[src/rtl/bankr_wb_arbiter.sv]
// Purpose : shares the register bank's single write port between writeback
//           requester A (ALU) and B (load path) with round-robin fairness.
// Latency : grant is combinational; the bank write (Rw/Dir/DIn) appears one
//           cycle after the accept edge and lasts exactly one cycle.
// Backpressure: a denied requester sees Gnt=0 and keeps Req/Dir/DIn held;
//           under contention it wins at most one cycle later.
//
// Ports:
//   Clk, Rst_n          clock and synchronous active-low reset
//   ReqA/DirA/DInA      requester A: request, destination register, data
//   ReqB/DirB/DInB      requester B: request, destination register, data
//   GntA/GntB           combinational accept strobes (mutually exclusive)
//   Rw/Dir/DIn          registered bank write enable, address, data
//   Pri                 round-robin pointer (0 = A preferred, 1 = B preferred)
//   ConflictCnt         saturating count of cycles with both requesting
module bankr_wb_arbiter #(
    parameter int AW = 5,
    parameter int DW = 32,
    parameter int CW = 8
) (
    input  logic          Clk,
    input  logic          Rst_n,
    input  logic          ReqA,
    input  logic [AW-1:0] DirA,
    input  logic [DW-1:0] DInA,
    input  logic          ReqB,
    input  logic [AW-1:0] DirB,
    input  logic [DW-1:0] DInB,
    output logic          GntA,
    output logic          GntB,
    output logic          Rw,
    output logic [AW-1:0] Dir,
    output logic [DW-1:0] DIn,
    output logic          Pri,
    output logic [CW-1:0] ConflictCnt
);

    localparam logic [CW-1:0] CNT_MAX = {CW{1'b1}};

    logic          any_gnt;
    logic [AW-1:0] win_dir;
    logic [DW-1:0] win_din;

    // Under contention Pri picks the winner; a lone requester always wins.
    // Grants are masked during reset so nothing is consumed in that cycle.
    always_comb begin
        GntA    = Rst_n & ReqA & (~ReqB | ~Pri);
        GntB    = Rst_n & ReqB & (~ReqA |  Pri);
        any_gnt = GntA | GntB;
        win_dir = GntA ? DirA : DirB;
        win_din = GntA ? DInA : DInB;
    end

    always_ff @(posedge Clk) begin
        if (!Rst_n) begin
            Rw          <= 1'b0;
            Dir         <= '0;
            DIn         <= '0;
            Pri         <= 1'b0;
            ConflictCnt <= '0;
        end else begin
            if (any_gnt) begin
                Dir <= win_dir;
                DIn <= win_din;
                // Register 0 is hardwired: the write is consumed but not issued.
                Rw  <= (win_dir != '0);
                // The winner becomes the non-preferred side for next time.
                Pri <= GntA;
            end else begin
                Rw  <= 1'b0;
            end
            if (ReqA && ReqB && (ConflictCnt != CNT_MAX)) begin
                ConflictCnt <= ConflictCnt + 1'b1;
            end
        end
    end

endmodule

[config.mk]
export PLATFORM = sky130hd
export DESIGN_NAME = bankr_wb_arbiter
export DESIGN_NICKNAME = d
export VERILOG_FILES = /design/src/rtl/bankr_wb_arbiter.sv
export SDC_FILE = /design/constraint.sdc
export NUM_CORES = 1
export LEC_CHECK = 0
export BUFFER_PORTS_ARGS = -buffer_cell sky130_fd_sc_hd__buf_2
export CORE_ASPECT_RATIO = 1.1
export CORE_MARGIN = 4
export CORE_UTILIZATION = 40
export DETAILED_ROUTE_END_ITERATION = 8
export PLACE_DENSITY = 0.75
export SLEW_MARGIN = 10
export SYNTH_ARGS = -nofsm -noshare
export SYNTH_HDL_FRONTEND = slang
export SYNTH_SLANG_ARGS = --single-unit
[constraint.sdc]
create_clock -name Clk -period 2 [get_ports Clk]
set_input_delay 0.4 -clock Clk [delete_from_list [all_inputs] [get_ports Clk]]
set_output_delay 0.4 -clock Clk [all_outputs]
set_load 0.1 [all_outputs]
[After elaboration in Yosys (flattened, before gate mapping)]
Cells that the tools add are included.
Operators by class
  add/subtract/negate cells: 1
  reduce and logical (&&, ||, !) cells: 4
  multiplexer cells: 2
  bitwise gates (word level): 10
  equal/unequal tests: 1
Operator list (number)
  two-way mux 32 bit: 1
  adder 8 x 1 -> 8 bit (second input constant): 1
  inequality test 8 bit (second input constant): 1
  two-way mux 5 bit: 1
  nonzero test 5 bit: 1
  AND 1 bit: 4
  NOT 1 bit: 3
  OR 1 bit: 3
  logical AND 1 bit: 2
  AND reduction 2 bit: 1
Word-level totals
  logic and storage cells: 23
  bits in registers: 47

[Longest topological paths before layout]
  depth after elaboration: 5
  gate-level depth with buffers: 6
  depth with buffers taken out: 4

[Worst setup path after synthesis]
Ideal clock, no wire load.
  path kind: register to output
  from: reg Pri
  to: out GntB
  arrival time: 2.174 ns
  setup slack: -0.574 ns
  cell stages (with the launch flop): 4
  path through: dfxtp_1 > o211ai_1 > buf_2 > inv_1
Between the ends
  longest elaborated chain between the ends: 2
Ends and longest elaborated chain
  start, declared: RTL line 34  | output logic Pri,
  start signal, assigned: RTL line 68  | Pri <= GntA;
  OR 1 bit: RTL line 48  | GntB = Rst_n & ReqB & (~ReqA | Pri);
  AND 1 bit: RTL line 48
  end, declared: RTL line 30  | output logic GntB,
No other way between the ends.

[Final worst setup path]
Ends and elaborated chain as after synthesis.

==> reports/metrics.cfg <==
[global_route]
gr-usage-all-layers=0.1992
grt_pass1_wl_um=10570
grt_max_degree=33
grt_overflow=0
grt_pass1_vias=2282
antenna_found_initial=0

[setup_path]
end_kind=output port
cp-start-kind=flop
slowest_delay_ns=0.36
r2r.worst_path.cells=4
crit_path_max_fanout=6
crit_arrival_ns=1.37
critical_path_depth=3
worstPathCellList=o211ai_1 > clkinvlp_4 > buf_12
cp_slowest_cell=dfxtp_2
critPathRequiredTime_ns=1.60
crit_family=buffers and inverters
path_class=flop to output port
critical_path_buf_inv_count=2

[power]
power.leakage_nw=1.456
ir_drop_mv=0.5618
p_total_mw=2.982
powerDensity_mw_per_mm2=1011

[route]
dr_wl_met2_um=2935
drt_iter0_drc=80
drc=0
drt-total-wl_um=6255
wl_met1_um=2571
postRouteAntennaNets=0
vias_per_cell=5.481
vias=2291
wl_met3_um=634
wl_per_cell_um=14.96
first_pass_iters=4
maxUsedRoutingLayer=met4

[sta]
finClkSkew_ns=0.006875
slew_viol_final=0
max_freq_mhz=564.2
hold_viol_final=0
period_share=0.8862
period_minus_slack_ns=1.772
tns_ns=0
slew_headroom=0.6537
rsz0062_at_grt=false
setup_violations=0
tightest_slew_ns=0.5231

[clock_tree]
worstSkewPairLatency_ns=0.30
cts_tree=done
postCtsSetupBuffers=0
cts_resized=0
cts-root-buf=clkbuf_8
clock-sinks=47
clock_path_buffers=2
cts_max_level=2
cts_buffers=5
cts_hold_buf=0
clk_pin_slew_worst_paths_ns=0.09

[min_path]
hold_class=input port to flop
hold_depth=2

[synthesis]
ys.flop_type=dfxtp_1
synth_area_leader_cell=dfxtp_1
ys_async_sr_fraction=0
ys_seq_area_frac=0.4490
ys_warn_count=0
syn_area_mm2=0.002096
postSynthAreaPerCell_um2=8.918
synth-edff-count=0
synth_area_leaders=dfxtp_1, o221a_1, nand2_1
netlist-cell-type-count=34
yosysTopAreaCellShare=0.4490
ys_ff_latch=47
synth_commonest_cells=nand2_1, dfxtp_1, o221a_1
netlist_instances=235
synth.most_common_cell=nand2_1
synth_nets=314

[finish]
n_antenna_cell=0
finalNetCount=438
drive_gt1_frac=0.4167
area_growth_pct=40.66

[place]
hpwl_um=4594
portBuffers=126
gp_congestion=0.8428

[floorplanning]
die_width_um=77.02
die_height_um=83.92
die_area_mm2=0.006463
initial_core_util=0.4164
ios=127
placementRows=27
core_mm2=0.005034

[job]
drv_cap=0

[outcome]
status=finished clean

registers in the layout, indices dropped and copies added (netlist names):
signal	cells
DIn	32
ConflictCnt	8
Dir	5
Pri	1
Rw	1
layout by cell type (no fill, tap or decap), types with 3 or more instances in the layout:
master / n
o221a_1: 32
a21oi_1: 5
dfxtp_1: 44
nor3_1: 4
nand3_1: 18
dfxtp_2: 3
nand2b_1: 3
buf_2: 124
nor2_1: 3
clkbuf_8: 5
buf_4: 9
mux2i_1: 4
nand4_1: 6
nand2_1: 68
kinds of logic after synthesis:
kind of cell,synth area share
buffers and inverters,0.04955
multiplexers,0.01911
AND/OR/NAND/NOR,0.2400
flip-flops,0.4490
adder cells (fa/ha/maj),0.005969
AO/OA/AOI/OAI,0.2364
cell type report:
type                            count  area (um^2)
Tap cell                           58        72.57
Sequential cell                    47        944.7
Fill cell                         442         2086
Clock inverter                      2        60.06
Inverter                            4        18.77
Clock buffer                        6        72.57
Timing Repair Buffer              135        728.2
Multi-Input combinational cell    166         1051
power by group:
group / internal, mW / total, mW / switching [mW]
sequential: 1.03 / 1.08 / 0.0486
combinational: 0.229 / 1.10 / 0.867
clock: 0.499 / 0.809 / 0.309
total: 1.76 / 2.98 / 1.23
worst paths after layout:
path                                startpoint        endpoint  slack, ns
worst max register to register  ConflictCnt[0]  ConflictCnt[5]       0.51
worst min-delay path                   DInB[1]          DIn[1]       0.35
worst max-delay path                       Pri            GntB       0.23
worst min register to register          Dir[3]          Dir[3]       0.47
stage by stage:
stage	hold WS [ns]	util	setup WS (ns)	instance area, um^2	cells
floorplan	0.5411	-	0.02524	2103	235
global placement	0.4662	0.5593	0.3601	2815	410
detailed placement	0.4700	0.5593	0.3631	2815	410
CTS	0.3438	0.5856	0.2022	2948	418
global route	0.3343	0.5856	0.1126	2948	418
finish	0.3529	0.5856	0.2276	2948	418
per-layer routing:
metal,vias up,GRT usage
met2,121,0.3304
met5,-,0
met3,10,0.06479
met1,1046,0.2424
met4,0,0.06634
li1,1114,-
No activity file was read; power rests on OpenSTA's default activity.
